==> src/rtl/dice_display_if.sv <==
// Bundle between the dice roller result and the board-level 7-segment pins.
// The display block is the slave; whoever supplies value_in is the master.
interface dice_display_if;
   logic [7:0]  value_in;
   logic        busy;
   logic [11:0] disp_bcd;
   logic [2:0]  digit_en;
   logic [6:0]  seg;

   modport master (
      output value_in,
      input  busy,
      input  disp_bcd,
      input  digit_en,
      input  seg
   );

   modport slave (
      input  value_in,
      output busy,
      output disp_bcd,
      output digit_en,
      output seg
   );
endinterface

==> src/rtl/dice_display.sv <==
// Binary-to-BCD conversion of the rolled number (one double-dabble shift per clock)
// feeding a time-multiplexed 3-digit 7-segment display with blanking and dashes.
module dice_display #(
   parameter int REFRESH_DIV  = 1000,
   parameter bit COMMON_ANODE = 1'b0
) (
   input  logic          clk,
   input  logic          rst,
   dice_display_if.slave bus
);

   typedef enum logic [1:0] {IDLE, SHIFT, DONE} state_t;

   localparam logic [6:0]  SEG_DASH  = 7'h40;
   localparam logic [6:0]  SEG_BLANK = 7'h00;
   localparam logic [6:0]  SEG_INV   = {7{COMMON_ANODE}};
   localparam logic [2:0]  EN_INV    = {3{COMMON_ANODE}};
   localparam logic [15:0] PRESC_MAX = 16'(REFRESH_DIV - 1);

   state_t      state_q, state_d;
   logic        busy_q, busy_d;
   logic [7:0]  shadow_q, shadow_d;
   logic [7:0]  shift_q, shift_d;
   logic [11:0] scratch_q, scratch_d;
   logic [3:0]  cnt_q, cnt_d;
   logic [11:0] disp_bcd_q, disp_bcd_d;
   logic [15:0] presc_q, presc_d;
   logic [1:0]  digit_idx_q, digit_idx_d;
   logic [2:0]  digit_en_q, digit_en_d;
   logic [6:0]  seg_q, seg_d;

   logic [11:0] adj;
   logic [6:0]  seg_raw;
   logic [2:0]  en_raw;

   function automatic logic [6:0] seg7(input logic [3:0] d);
      logic [6:0] s;
      case (d)
         4'd0:    s = 7'h3F;
         4'd1:    s = 7'h06;
         4'd2:    s = 7'h5B;
         4'd3:    s = 7'h4F;
         4'd4:    s = 7'h66;
         4'd5:    s = 7'h6D;
         4'd6:    s = 7'h7D;
         4'd7:    s = 7'h07;
         4'd8:    s = 7'h7F;
         4'd9:    s = 7'h6F;
         default: s = SEG_BLANK;
      endcase
      return s;
   endfunction

   // Per-nibble +3 with no carry across nibbles; applied before every shift.
   genvar gi;
   generate
      for (gi = 0; gi < 3; gi++) begin : g_adj
         assign adj[gi*4 +: 4] = (scratch_q[gi*4 +: 4] >= 4'd5) ?
                                 scratch_q[gi*4 +: 4] + 4'd3 : scratch_q[gi*4 +: 4];
      end
   endgenerate

   always_comb begin
      state_d    = state_q;
      busy_d     = busy_q;
      shadow_d   = shadow_q;
      shift_d    = shift_q;
      scratch_d  = scratch_q;
      cnt_d      = cnt_q;
      disp_bcd_d = disp_bcd_q;
      case (state_q)
         IDLE: begin
            if (bus.value_in != shadow_q) begin
               shadow_d  = bus.value_in;
               shift_d   = bus.value_in;
               scratch_d = 12'd0;
               cnt_d     = 4'd0;
               busy_d    = 1'b1;
               state_d   = SHIFT;
            end
         end
         SHIFT: begin
            scratch_d = {adj[10:0], shift_q[7]};
            shift_d   = {shift_q[6:0], 1'b0};
            cnt_d     = cnt_q + 4'd1;
            if (cnt_q == 4'd7) begin
               state_d = DONE;
            end
         end
         DONE: begin
            disp_bcd_d = scratch_q;
            busy_d     = 1'b0;
            state_d    = IDLE;
         end
         default: begin
            busy_d  = 1'b0;
            state_d = IDLE;
         end
      endcase
   end

   // Refresh path is free-running and does not care what the converter is doing.
   always_comb begin
      presc_d     = presc_q + 16'd1;
      digit_idx_d = digit_idx_q;
      if (presc_q >= PRESC_MAX) begin
         presc_d     = 16'd0;
         digit_idx_d = (digit_idx_q == 2'd2) ? 2'd0 : digit_idx_q + 2'd1;
      end
   end

   always_comb begin
      seg_raw = SEG_BLANK;
      en_raw  = 3'b001;
      case (digit_idx_q)
         2'd0: begin
            en_raw  = 3'b001;
            seg_raw = seg7(disp_bcd_q[3:0]);
         end
         2'd1: begin
            en_raw  = 3'b010;
            seg_raw = (disp_bcd_q[11:4] == 8'd0) ? SEG_BLANK : seg7(disp_bcd_q[7:4]);
         end
         2'd2: begin
            en_raw  = 3'b100;
            seg_raw = (disp_bcd_q[11:8] == 4'd0) ? SEG_BLANK : seg7(disp_bcd_q[11:8]);
         end
         default: begin
            en_raw  = 3'b001;
            seg_raw = SEG_BLANK;
         end
      endcase
      if (disp_bcd_q == 12'd0) begin
         seg_raw = SEG_DASH;
      end
      digit_en_d = en_raw ^ EN_INV;
      seg_d      = seg_raw ^ SEG_INV;
   end

   always_ff @(posedge clk or posedge rst) begin
      if (rst) begin
         state_q     <= IDLE;
         busy_q      <= 1'b0;
         shadow_q    <= 8'd0;
         shift_q     <= 8'd0;
         scratch_q   <= 12'd0;
         cnt_q       <= 4'd0;
         disp_bcd_q  <= 12'd0;
         presc_q     <= 16'd0;
         digit_idx_q <= 2'd0;
         digit_en_q  <= 3'b001 ^ EN_INV;
         seg_q       <= SEG_DASH ^ SEG_INV;
      end else begin
         state_q     <= state_d;
         busy_q      <= busy_d;
         shadow_q    <= shadow_d;
         shift_q     <= shift_d;
         scratch_q   <= scratch_d;
         cnt_q       <= cnt_d;
         disp_bcd_q  <= disp_bcd_d;
         presc_q     <= presc_d;
         digit_idx_q <= digit_idx_d;
         digit_en_q  <= digit_en_d;
         seg_q       <= seg_d;
      end
   end

   assign bus.busy     = busy_q;
   assign bus.disp_bcd = disp_bcd_q;
   assign bus.digit_en = digit_en_q;
   assign bus.seg      = seg_q;

endmodule

==> src/flat_wrapper.sv <==
// flat-port wrapper written by rule: the top's interface ports become plain ports
module dice_display_flat 
#(
   parameter int REFRESH_DIV  = 1000,
   parameter bit COMMON_ANODE = 1'b0
)
  (clk, rst, bus_value_in, bus_busy, bus_disp_bcd, bus_digit_en, bus_seg);
  dice_display_if bus_i ();
  input  logic clk;
  input  logic rst;
  input wire logic [$bits(bus_i.value_in)-1:0] bus_value_in;
  output wire logic [$bits(bus_i.busy)-1:0] bus_busy;
  output wire logic [$bits(bus_i.disp_bcd)-1:0] bus_disp_bcd;
  output wire logic [$bits(bus_i.digit_en)-1:0] bus_digit_en;
  output wire logic [$bits(bus_i.seg)-1:0] bus_seg;
  assign bus_i.value_in = bus_value_in;
  assign bus_busy = bus_i.busy;
  assign bus_disp_bcd = bus_i.disp_bcd;
  assign bus_digit_en = bus_i.digit_en;
  assign bus_seg = bus_i.seg;
  dice_display #(.REFRESH_DIV(REFRESH_DIV), .COMMON_ANODE(COMMON_ANODE)) u_core (.clk(clk), .rst(rst), .bus(bus_i));
endmodule
==> config.mk <==
export PLATFORM = sky130hd
export DESIGN_NAME = dice_display_flat
export DESIGN_NICKNAME = d
export VERILOG_FILES = /design/src/rtl/dice_display_if.sv /design/src/rtl/dice_display.sv /design/src/flat_wrapper.sv
export SDC_FILE = /design/constraint.sdc
export NUM_CORES = 1
export LEC_CHECK = 0
export BUFFER_PORTS_ARGS = -buffer_cell sky130_fd_sc_hd__buf_2
export CAP_MARGIN = 10
export CORE_AREA = 2 2 97 99
export DETAILED_ROUTE_END_ITERATION = 12
export DIE_AREA = 0 0 99 101
export PLACE_DENSITY = 0.69
export SYNTH_ARGS = -nofsm -noshare
export SYNTH_HDL_FRONTEND = slang
export SYNTH_SLANG_ARGS = --single-unit
export TNS_END_PERCENT = 100
==> constraint.sdc <==
create_clock -name clk -period 6.22 [get_ports clk]
set_input_delay 1.555 -clock clk [delete_from_list [all_inputs] [get_ports clk]]
set_output_delay 1.555 -clock clk [all_outputs]
set_load 0.02 [all_outputs]
# After elaboration in Yosys (flattened, before gate mapping)
# Memories as Yosys holds them, arrays and structs flattened.
# Cells that the tools add are included.
[op_classes]
bitwise_logic = 1
mux = 21
addsub = 6
order_cmp = 4
n_reduce_logical = 10
eq_ne = 8
[op_table]
columns = ["operator", "n"]
rows = [
  ["case mux 12 bit (2 select lines)", 1],
  ["two-way mux 7 bit", 3],
  ["case mux 7 bit (3 select lines)", 1],
  ["adder 16 x 1 -> 16 bit, second input constant", 1],
  ["greater-or-equal comparator 16 x 10 -> 1 bit, second input constant", 1],
  ["two-way mux 16 bit", 1],
  ["case mux 8 bit (2 select lines)", 1],
  ["greater-or-equal comparator 4 x 3 -> 1 bit, second input constant", 3],
  ["zero test 12 bit", 1],
  ["two-way mux 12 bit", 1],
  ["two-way mux 4 bit", 3],
  ["adder 4 x 2 -> 4 bit, second input constant", 2],
  ["zero test 8 bit", 1],
  ["two-way mux 8 bit", 1],
  ["!= test 8 bit", 1],
  ["case mux 4 bit (2 select lines)", 1],
  ["AND reduction 2 bit", 4],
  ["two-way mux 2 bit", 3],
  ["case mux 3 bit (2 select lines)", 1],
  ["adder 4 x 1 -> 4 bit, second input constant", 1],
  ["== test 2 x 1 -> 1 bit, second input constant", 2],
  ["== test 2 bit, second input constant", 2],
  ["== test 4 x 3 -> 1 bit, second input constant", 1],
  ["zero test 2 bit", 2],
  ["10 further kinds", 11],
]
[totals]
wordCells = 64
n_memories = 3
regBits = 75
romBits = 336
input_bits = 10
[memory_table]
columns = ["name", "words", "word_bits", "rd", "rd_clocked_by_memory_dff", "wr", "line", "source"]
rows = [
  ["(no name shown)", 16, 7, 1, 0, 0, "dice_display.sv:38", "case (d)"],
  ["(no name shown)", 16, 7, 1, 0, 0, "dice_display.sv:38", ""],
  ["(no name shown)", 16, 7, 1, 0, 0, "dice_display.sv:38", ""],
]

# Logic depth before layout (Yosys ltp)
# Gate-level depths: netlist of run 1.
[depth]
word_depth = 4
depth_mapped = 6
mapped_depth_nobuf = 6

# Least setup slack after synthesis of run 1
# OpenSTA, ideal clock, no wires.
[synth_timing]
path_kind = "input-to-reg"
startpoint = "in bus_value_in[1]"
endpoint = "reg u_core.shadow_q[0]"
stages = 6
t_required_ps = 6095
arrival_ps = 2612
setup_slack_ps = 3483
setup_time_ps = 125
cell_sequence = "xnor2_1 -> nand4_2 -> o21a_1 -> buf_6 -> buf_8 -> mux2_4"
[synth_via]
elab_chain_len = 2
[synth_rtl]
columns = ["item", "line", "source"]
rows = [
  ["start: declaration", "flat_wrapper.sv:11", "input wire logic [$bits(bus_i.value_in)-1:0] bus_value_in;"],
  ["!= test 8 bit", "dice_display.sv:73", "if (bus.value_in != shadow_q) begin"],
  ["AND reduction 2 bit (no line)", "n/a", ""],
  ["end signal: assignment", "dice_display.sv:156", "shadow_q <= shadow_d;"],
  ["end: declaration", "dice_display.sv:22", "logic [7:0] shadow_q, shadow_d;"],
]
# Every way passes these cells.
# A chain may end at the register's enable or synchronous reset.

# Worst setup path in the final report of run 1
[layout_timing]
startpoint = "in bus_value_in[3]"
endpoint = "reg u_core.cnt_q[0]"
[layout_via]
elab_chain_len = 3
[layout_rtl]
columns = ["item", "line", "source"]
rows = [
  ["!= test 8 bit", "dice_display.sv:73", ""],
  ["!= test 2 x 1 -> 1 bit (no line)", "n/a", ""],
  ["AND reduction 2 bit (no line)", "n/a", ""],
  ["end signal: assignment", "dice_display.sv:159", "cnt_q <= cnt_d;"],
  ["end: declaration", "dice_display.sv:25", "logic [3:0] cnt_q, cnt_d;"],
]
# Every way passes these cells.

==> results.txt, run 1 <==
die area = 0.0100 sq mm
RSZ-0062 raised after global routing = false
placed cell count = 490
most used routing layer in global routing = met2
detailed-route via count = 2,614
met2 Use GR = 0.249
final slew viol count = 0
critical path class = in -> reg
H-tree lvl count = 3
post-route ant nets = 0
drt pass-1 iters = 4
Setup Skew = 0.00939 ns
clk root buf = clkbuf_8
die span in y = 101 microns
post-CTS setup buffers = 0
syn avg cell area = 11.1 sq um
peak supply drop = 282 uV
Final TNS setup = 0 ns
TritonCTS Buffers = 9
Die Span X = 99 microns
worst rel slew slack = 0.307
Synth top area share = 0.467
Worst Hold End = u_core.presc_q[0]
routed len/inst = 13.4 microns
total track usage = 0.149
Final Cycle Share = 0.462
Power Density = 506 mW/mm^2
proportion of layout cells with a drive suffix above 1 = 0.192
Main synth FF type = dfrtp_1
global-route wire length before repair = 12,000 microns
Max Freq = 348 MHz
Placed Area = 0.00416 sq mm
Synth area leaders = dfrtp_1 (47%), ha_1 (8.9%), mux2_2 (5.2%)
Tmin final = 2.88 ns
Slowest cell on crit path = o31ai_4
vias per cell = 5.17
# Max-Cap Violations = 0
Cell variety after synth = 53
worst r2r path cells = 6
leakage = 0.00205 uW
Seq/Total Area, Yosys = 0.480
status = completed
HPWL after DPL = 4730 microns
I/O Buffers = 32
diodes inserted = 0
num ports = 33
critical path, cell by cell = buf_2 > xnor2_1 > nand4_2 > o31ai_4 > mux2_2
Initial Util = 0.436
gp weighted congestion = 0.839
post-route cell area = 0.00435 sq mm
Synth Warn # = 0
synthesized area = 0.00392 sq mm
Iteration-0 DRC Markers = 143
hold path cells = 1
leading area contributor after synthesis = dfrtp_1
Final Hold Viols = 0
pin count of the biggest net entering global routing = 76
Area Growth Syn to Fin = 11.1%
met1 Track Usage GR = 0.185
Num Clock Sinks = 75
Crit Path Max Fanout = 25
final WL = 6760 microns
initial antenna violation count = 0
Finished Layout Cells = 506
GR Util met3 = 0.0368
Critical Path Start Type = input pin
clock latency on the worst-skew pair = 0.35 ns
Row Count = 35
Longest Clk Path Bufs = 2
Post-synth EDFFs = 0
r2r endpoint = u_core.bus.seg[1]
nets@finish = 428
GRT overflow = 0
vias in the first global route = 2,628
Largest stage delay, worst path = 0.85 ns
Reg clk slew, reported paths = 0.07 ns
slew of the pin with the lowest slew margin = 1.04 ns
final setup violating endpoints = 0
Yosys reg bits = 75
Reg2Reg Launch Point = u_core.bus.disp_bcd[9]
Post-CTS Resized = 0
CP endpoint kind = flop
CTS tree = built
Remaining DRCs = 0
CP required = 6.51 ns
Post-synth ARST share = 1.00
total power = 2200 uW
Mapped Cells = 353
reg2reg setup slack = 4.03 ns
CP arrival = 3.16 ns
Core ar. = 0.00898 sq mm
Hold Crit Class = reg -> reg
number of hold buffers added after cts = 0
hold path start = u_core.presc_q[0]
[critical path, delay by kind of cell]
| kind | cells | cell delay, ns |
|---|---|---|
| compound gates | 1 | 0.85 |
| mux | 1 | 0.29 |
| xor+xnor | 1 | 0.18 |
| simple gates | 1 | 0.16 |
| buf+inv | 1 | 0.12 |
[layout make-up]
type / count / area (sq um)
Fill cell: 830 / 4630
Multi-Input combinational cell: 247 / 1890
Sequential cell: 75 / 1880
Timing Repair Buffer: 33 / 168
Clock buffer: 14 / 153
Tap cell: 111 / 139
Inverter: 24 / 90.1
Clock inverter: 2 / 35.0
[metal layers]
layer	part of all wire	wire [microns]
met1	0.48	3210
met2	0.47	3160
met3	0.036	245
met4	0.021	141
met5	0	0
[report_power, final]
| part | leakage (uW) | internal (uW) | switching [uW] |
|---|---|---|---|
| registers | 0.000950 | 669 | 173 |
| logic | 0.00101 | 465 | 532 |
| clock network | 0.0000947 | 196 | 167 |
| total | 0.00205 | 1330 | 871 |
[worst max-delay path by stage]
stage	startpoint	to	slack, ns
2_1_floorplan	rst	u_core.bus.busy	2.76
3_3_place_gp	bus_value_in[3]	u_core.cnt_q[0]	2.98
3_5_place_dp	bus_value_in[3]	u_core.cnt_q[0]	2.93
4_1_cts	bus_value_in[3]	u_core.cnt_q[0]	3.32
5_1_grt	bus_value_in[3]	u_core.shift_q[3]	3.18
6_report	bus_value_in[3]	u_core.cnt_q[0]	3.34
[kinds of logic after synthesis]
family	Yosys count	share of synthesized area
and+or+nand+nor	90	0.127
adders and majority gates	28	0.0895
muxes	23	0.0658
buffers and inverters	36	0.0431
xor gates and xnor gates	20	0.0447
DFF	75	0.480
other	1	0.000958
AOI/OAI and AO/OA	80	0.149
[cell usage after synthesis, types with 6 or more instances]
cell type	count
xnor2_1	16
a221o_1	7
nor2b_1	9
o21ai_0	15
nand3_1	6
a21oi_1	14
nor2_1	20
ha_1	28
inv_1	24
a22o_1	7
dfrtp_1	73
mux2_2	18
nand2_1	15
nand2b_1	10
a211o_1	6
and2_1	7
[sequential cells by signal, summed over array words and instances, names as in the netlist]
signal / cells
u_core.bus.busy: 1
u_core.bus.digit_en: 3
u_core.bus.disp_bcd: 12
u_core.bus.seg: 7
u_core.cnt_q: 4
u_core.digit_idx_q: 2
u_core.presc_q: 16
u_core.scratch_q: 12
u_core.shadow_q: 8
u_core.shift_q: 8
u_core.state_q: 2
[through the flow]
stage,utilization,worst slack [ns],hold slack (ns)
2_1_floorplan,-,2.76,0.448
3_5_place_dp,0.464,2.93,0.474
5_1_grt,0.484,3.18,0.526
6_report,0.484,3.34,0.491
3_3_place_gp,0.464,2.98,0.468
4_1_cts,0.484,3.32,0.499
[layout by cell type, fill, tap and decap left out, types with 2 or more instances in the layout]
cell	instances
o22ai_1	3
a211o_1	6
a32oi_1	2
a21o_1	2
dfrtp_1	73
mux2_2	18
a31oi_1	4
a22o_1	7
nor2_1	20
ha_1	28
clkbuf_1	4
a21oi_1	14
o2bb2ai_1	3
buf_2	32
nand2b_1	10
o21a_1	3
o211ai_1	3
and2_1	7
nand3_1	6
xor2_1	4
conb_1	6
o21ai_0	15
and4_1	2
nor2b_1	9
nor4b_1	4
dfstp_2	2
nand2_1	15
and3_1	3
nor3b_1	4
xnor2_1	16
nand4_2	2
mux2i_1	4
clkbuf_8	10
a22oi_1	2
inv_1	23
a221o_1	7
nor3_1	4
(Power assumes the default switching activity.)
==> run 2, diff against run 1 <==
==> constraint.sdc (replaced) <==
create_clock -name clk -period 2.7 [get_ports clk]
set_input_delay 0.675 -clock clk [delete_from_list [all_inputs] [get_ports clk]]
set_output_delay 0.675 -clock clk [all_outputs]
set_load 0.02 [all_outputs]
==> results.txt, run 2 (synthesis results as in run 1) <==
Die Span X = 99 microns (unchanged)
Largest register FFs = 16 (unchanged)
leakage = 0.00210 uW (+2.3%)
# Max-Cap Violations = 0 (unchanged)
post-route ant nets = 0 (unchanged)
vias in the first global route = 2,721 (+3.5%)
Num Clock Sinks = 75 (unchanged)
proportion of layout cells with a drive suffix above 1 = 0.210 (+0.0176)
die area = 0.0100 sq mm (unchanged)
Final Cycle Share = 0.767
critical path, cell by cell = inv_1 > ha_1 > nor4b_1 > a211oi_1 > a21bo_2 > a21oi_1
Slowest cell on crit path = a211oi_1
global-route wire length before repair = 12,000 microns (+0.28%)
worst rel slew slack = 0.570 (+0.263)
Tmin final = 2.07 ns
Power Density = 1170 mW/mm^2 (+130%)
routed len/inst = 13.4 microns (+0.43%)
commonest cells after routing, fill and taps aside = dfrtp_1 (73), buf_2 (32), ha_1 (28), inv_1 (23), nor2_1 (20)
gp weighted congestion = 0.861 (+2.7%)
Met2 Wirelength = 3360 microns (+6.2%)
initial antenna violation count = 0 (unchanged)
die span in y = 101 microns (unchanged)
Initial Util = 0.436 (unchanged)
sequential cell area = 0.00188 sq mm (unchanged)
Core ar. = 0.00898 sq mm (unchanged)
Hold Crit Class = in -> async
CP arrival = 2.32 ns (-0.84 ns)
Crit Path Max Fanout = 7 (-72%)
met3 wire len = 216 microns (-12%)
Row Count = 35 (unchanged)
detailed-route via count = 2,653 (+1.5%)
Largest Register = u_core.presc_q
Reg2Reg Launch Point = u_core.bus.disp_bcd[9]
Iteration-0 DRC Markers = 66 (-54%)
M1 wire length = 3240 microns (+0.75%)
Area Growth Syn to Fin = 13.4%
I/O Buffers = 32 (unchanged)
Max Freq = 483 MHz
final setup violating endpoints = 0 (unchanged)
post-CTS setup buffers = 0 (unchanged)
clk root buf = clkbuf_8
pin count of the biggest net entering global routing = 38 (-50%)
peak supply drop = 484 uV (+71%)
Largest stage delay, worst path = 0.58 ns (-0.27 ns)
total track usage = 0.147 (-0.00207)
H-tree lvl count = 3 (unchanged)
CP endpoint kind = flop
final slew viol count = 0 (unchanged)
CP required = 2.95 ns (-3.56 ns)
final worst slack = 0.629 ns (-2.72 ns)
Multi-input gate area = 0.00189 sq mm (unchanged)
Remaining DRCs = 0 (unchanged)
crit path launch = u_core.bus.disp_bcd[9]
clock latency on the worst-skew pair = 0.34 ns (about the same)
Post-CTS Resized = 0 (unchanged)
final WL = 6860 microns (+1.4%)
Setup Skew = 0.00807 ns (-0.00132 ns)
CTS tree = built
vias per cell = 5.19 (+0.50%)
num ports = 33 (unchanged)
slew of the pin with the lowest slew margin = 0.644 ns (-0.392 ns)
most common cell after layout, fill and taps aside = dfrtp_1
Critical Path Start Type = flop
Final Hold Viols = 0 (unchanged)
GRT overflow = 0 (unchanged)
reg2reg setup slack = 0.63 ns (-3.40 ns)
number of hold buffers added after cts = 0 (unchanged)
status = completed
critical path class = reg -> reg
diodes inserted = 0 (unchanged)
DP Worst Slack = 0.556 ns (-2.38 ns)
Longest Clk Path Bufs = 2 (unchanged)
drt pass-1 iters = 5 (+1)
Reg clk slew, reported paths = 0.08 ns (about the same)
nets@finish = 433 (+1.2%)
Final TNS setup = 0 ns (unchanged)
top layer reached by signal wires = met4
Fillers = 794 (-4.3%)
HPWL after DPL = 5040 microns (+6.4%)
RSZ-0062 raised after global routing = false
TritonCTS Buffers = 9 (unchanged)
## run 2: cell types whose count changed in the layout (fill, tap and decap cells not counted)
cell and change:
buf_4 +4, clkbuf_1 -3, buf_12 +1, bufinv_16 +1, clkbuf_8 +1, clkinvlp_4 +1
## run 2: layout make-up
class                      instances  share of cell area
clock buffer                      12              0.0349
clock inverter                     4              0.0163
inverter                          24              0.0203
multi-input combinational        247               0.425
sequential                        75               0.423
tap                              111              0.0313
timing repair buffer              38              0.0490
## run 2: stage by stage
stage	power [uW]	hold slack (ns)	cells	util	instance area (sq um)
after floorplan	3750	0.448	358	-	3930
after global placement	4220	0.477	495	0.469	4210
after detailed placement	4300	0.482	495	0.469	4210
after CTS	5280	0.385	511	0.494	4440
after global routing	5660	0.415	511	0.494	4440
final	5220	0.385	511	0.494	4440
## run 2: metal layers
metal / up-vias / GRT usage
met5: - / 0
li1: 1314 / -
met2: 49 / 0.251
met3: 6 / 0.0381
met1: 1284 / 0.183
met4: 0 / 0.0495
## run 2: worst max-delay path, delay by kind of cell (launching register included)
| family | cells | cell delay, ns |
|---|---|---|
| AO/OA/AOI/OAI | 3 | 1.02 |
| adder cells (fa/ha/maj) | 1 | 0.22 |
| buffers and inverters | 1 | 0.11 |
| flip-flops | 1 | 0.45 |
| AND/OR/NAND/NOR | 1 | 0.18 |
## run 2: power by group
group	leakage (uW)	switching, uW	internal (uW)
sequential	0.000950	396	1540
clock	0.000113	383	570
combinational	0.00104	1230	1090
## run 2: path summary, 6_finish.rpt
check / endpoint / cells past startpoint
max: u_core.bus.seg[2] / 6
min: u_core.presc_q[8] / 2
max reg2reg: u_core.bus.seg[2] / 6
min reg2reg: u_core.presc_q[0] / 1
max in group asynchronous: u_core.bus.seg[6] / 3
min in group clk: u_core.presc_q[0] / 1
==> run 3, diff against run 2 <==
--- a/config.mk
+++ b/config.mk
@@ -5,12 +5,13 @@
 export SDC_FILE = /design/constraint.sdc
 export NUM_CORES = 1
 export LEC_CHECK = 0
+export ABC_AREA = 1
 export BUFFER_PORTS_ARGS = -buffer_cell sky130_fd_sc_hd__buf_2
 export CAP_MARGIN = 10
-export CORE_AREA = 2 2 97 99
+export CORE_AREA = 2 2 98 100
 export DETAILED_ROUTE_END_ITERATION = 12
-export DIE_AREA = 0 0 99 101
-export PLACE_DENSITY = 0.69
+export DIE_AREA = 0 0 100 102
+export PLACE_DENSITY = 0.71
 export SYNTH_ARGS = -nofsm -noshare
 export SYNTH_HDL_FRONTEND = slang
 export SYNTH_SLANG_ARGS = --single-unit
==> constraint.sdc (replaced) <==
create_clock -name clk -period 1.9 [get_ports clk]
set_input_delay 0.475 -clock clk [delete_from_list [all_inputs] [get_ports clk]]
set_output_delay 0.475 -clock clk [all_outputs]
set_load 0.02 [all_outputs]
==> results.txt, run 3 <==
worst rel slew slack = 0.584 (+0.0133)
GRT overflow = 0 (unchanged)
CP arrival = 1.91 ns (-0.41 ns)
post-CTS setup buffers = 0 (unchanged)
Cell variety after synth = 33 (-38%)
I/O Buffers = 32 (unchanged)
Post-synth top cells = nand2_1 (118), dfrtp_1 (73), inv_1 (57), o21ai_0 (51)
final setup violating endpoints = 0 (unchanged)
Final Cycle Share = 0.859 (+0.0917)
die span in y = 102 microns (+0.99%)
num ports = 33 (unchanged)
Comb power frac = 0.452 (+0.006)
Hold Crit Class = in -> async
fin util = 0.500 (+0.00509)
switching share of total power = 0.426 (+0.0401)
# Max-Cap Violations = 0 (unchanged)
post-route ant nets = 0 (unchanged)
clock network fraction of total power = 0.195 (+0.012)
Hold Slack = 0.220 ns (-0.165 ns)
Mapped Cells = 485 (+37%)
proportion of layout cells with a drive suffix above 1 = 0.141 (-0.0688)
Post-CTS Resized = 0 (unchanged)
global-route wire length before repair = 13,000 microns (+7.9%)
Row Count = 35 (unchanged)
TritonCTS Buffers = 9 (unchanged)
total power = 7650 uW (+47%)
total track usage = 0.159 (+0.0113)
synthesized area = 0.00399 sq mm (+1.9%)
Iteration-0 DRC Markers = 151 (+130%)
diodes inserted = 0 (unchanged)
pin count of the biggest net entering global routing = 76 (+100%)
leading area contributor after synthesis = dfrtp_1
RSZ-0062 raised after global routing = false
critical path class = reg -> reg
HPWL after DPL = 5180 microns (+2.9%)
leakage = 0.00237 uW (+13%)
Core ar. = 0.00911 sq mm (+1.5%)
Top delay family on crit path = compound AO/OA/AOI/OAI gates
Longest Clk Path Bufs = 2 (unchanged)
critical path, cell by cell = inv_1 > ha_1 > a21boi_1 > o21ai_0 > nand2_1 > nor2_1 > nor2_1
die area = 0.0102 sq mm (+2.0%)
slew of the pin with the lowest slew margin = 0.623 ns (-0.0215 ns)
Setup crit end = u_core.bus.seg[0]
syn avg cell area = 8.22 sq um (-26%)
CP endpoint kind = flop
Die Span X = 100 microns (+1.0%)
final slew viol count = 0 (unchanged)
post-route cell area = 0.00455 sq mm (+2.5%)
final WL = 7330 microns (+6.8%)
most frequent cell after synthesis = nand2_1
drt pass-1 iters = 5 (unchanged)
Power Density = 1680 mW/mm^2 (+43%)
Remaining DRCs = 0 (unchanged)
clk root buf = clkbuf_8
Post-synth ARST share = 1.00 (unchanged)
Reg clk slew, reported paths = 0.08 ns (about the same)
Final Hold Viols = 0 (unchanged)
Post-synth EDFFs = 0 (unchanged)
Crit Path Max Fanout = 6 (-1)
r2r endpoint = u_core.bus.seg[0]
Num Clock Sinks = 75 (unchanged)
Main synth FF type = dfrtp_1
CP required = 2.18 ns (-0.77 ns)
Largest Register = u_core.presc_q
Synth top area share = 0.458 (-0.00849)
Worst path depth = 7 (+1)
Synth Warn # = 0 (unchanged)
Placed Area = 0.00430 sq mm (+2.1%)
Crit path top cell by count = nor2_1
nets@finish = 564 (+30%)
Largest stage delay, worst path = 0.41 ns (-0.17 ns)
routed len/inst = 11.4 microns (-15%)
Slowest cell on crit path = dfrtp_1
CTS tree = built
Max Freq = 613 MHz (+27%)
Area Growth Syn to Fin = 14.1%
number of hold buffers added after cts = 0 (unchanged)
gp weighted congestion = 0.821 (-4.7%)
Seq/Total Area, Yosys = 0.471 (-0.00874)
vias in the first global route = 3,051 (+12%)
commonest cells after routing, fill and taps aside = nand2_1 (118), dfrtp_1 (73), inv_1 (56), o21ai_0 (51)
vias per cell = 4.85 (-6.7%)
Initial Util = 0.438 (+0.00168)
Critical Path Start Type = flop
net switching power = 3260 uW (+62%)
Reg2Reg Launch Point = u_core.digit_idx_q[0]
detailed-route via count = 3,111 (+17%)
Tmin final = 1.63 ns (-0.439 ns)
Buf+Inv Stages, Crit Path = 1 (unchanged)
worst r2r path cells = 7 (+1)
status = completed
initial antenna violation count = 0 (unchanged)
clock latency on the worst-skew pair = 0.35 ns (about the same)
most common cell after layout, fill and taps aside = nand2_1
Largest register FFs = 16 (unchanged)
H-tree lvl count = 3 (unchanged)
Synth area leaders = dfrtp_1 (46%), nand2_1 (11%), ha_1 (8.8%)
Setup Skew = 0.00885 ns (+0.000774 ns)
Final TNS setup = 0 ns (unchanged)
reg2reg setup slack = 0.27 ns (-0.36 ns)
Seq pwr share = 0.352 (-0.019)
crit path launch = u_core.digit_idx_q[0]
Yosys reg bits = 75 (unchanged)
internal power = 4390 uW (+37%)
peak supply drop = 849 uV (+75%)
## run 3: worst min-delay path by stage
stage	start	to	slack, ns	cells after the start
6_report	rst	u_core.shadow_q[3]	0.22	3
3_5_place_dp	u_core.presc_q[0]	u_core.presc_q[0]	0.47	1
3_3_place_gp	u_core.presc_q[0]	u_core.presc_q[0]	0.45	1
4_1_cts	rst	u_core.presc_q[3]	0.22	3
5_1_grt	rst	u_core.presc_q[1]	0.25	3
2_1_floorplan	u_core.presc_q[0]	u_core.presc_q[0]	0.43	1
## run 3: cell families after synthesis
group / synth area share
AND/OR/NAND/NOR: 0.250
flip-flops: 0.471
AO/OA/AOI/OAI: 0.0957
buffers and inverters: 0.0762
adder cells (fa/ha/maj): 0.0879
XOR/XNOR: 0.0176
other: 0.000940
## run 3: cell type report
cell class	instances	area, sq um
Fill cell	851	4560
Timing Repair Buffer	38	230
Tap cell	111	139
Sequential cell	75	1880
Multi-Input combinational cell	342	1820
Clock inverter	6	113
Inverter	60	229
Clock buffer	10	138
## run 3: power groups by stage
stage	registers [uW]	logic [uW]	clock network [uW]
5_1_grt	2800	4000	1610
4_1_cts	2700	3480	1550
2_1_floorplan	2880	2450	0
3_5_place_dp	2720	3470	0
6_report	2700	3460	1490
3_3_place_gp	2710	3370	0
## run 3: per-stage QoR
step,instances,setup WS (ns)
after floorplan,490,0.369
after global placement,626,0.346
after detailed placement,626,0.274
after CTS,642,0.284
after global routing,642,0.116
final,642,0.268
## run 3: routing by layer
layer,GRT usage,vias to the layer above,wire (microns)
li1,-,1619,-
met1,0.180,1424,3280
met2,0.289,58,3640
met3,0.0451,10,283
met4,0.0527,0,116
met5,0,-,0
## run 3: tightest hold or removal path: stages
cell and delay [ns]:
buf_2 0.11, clkinvlp_4 0.07, buf_12 0.33
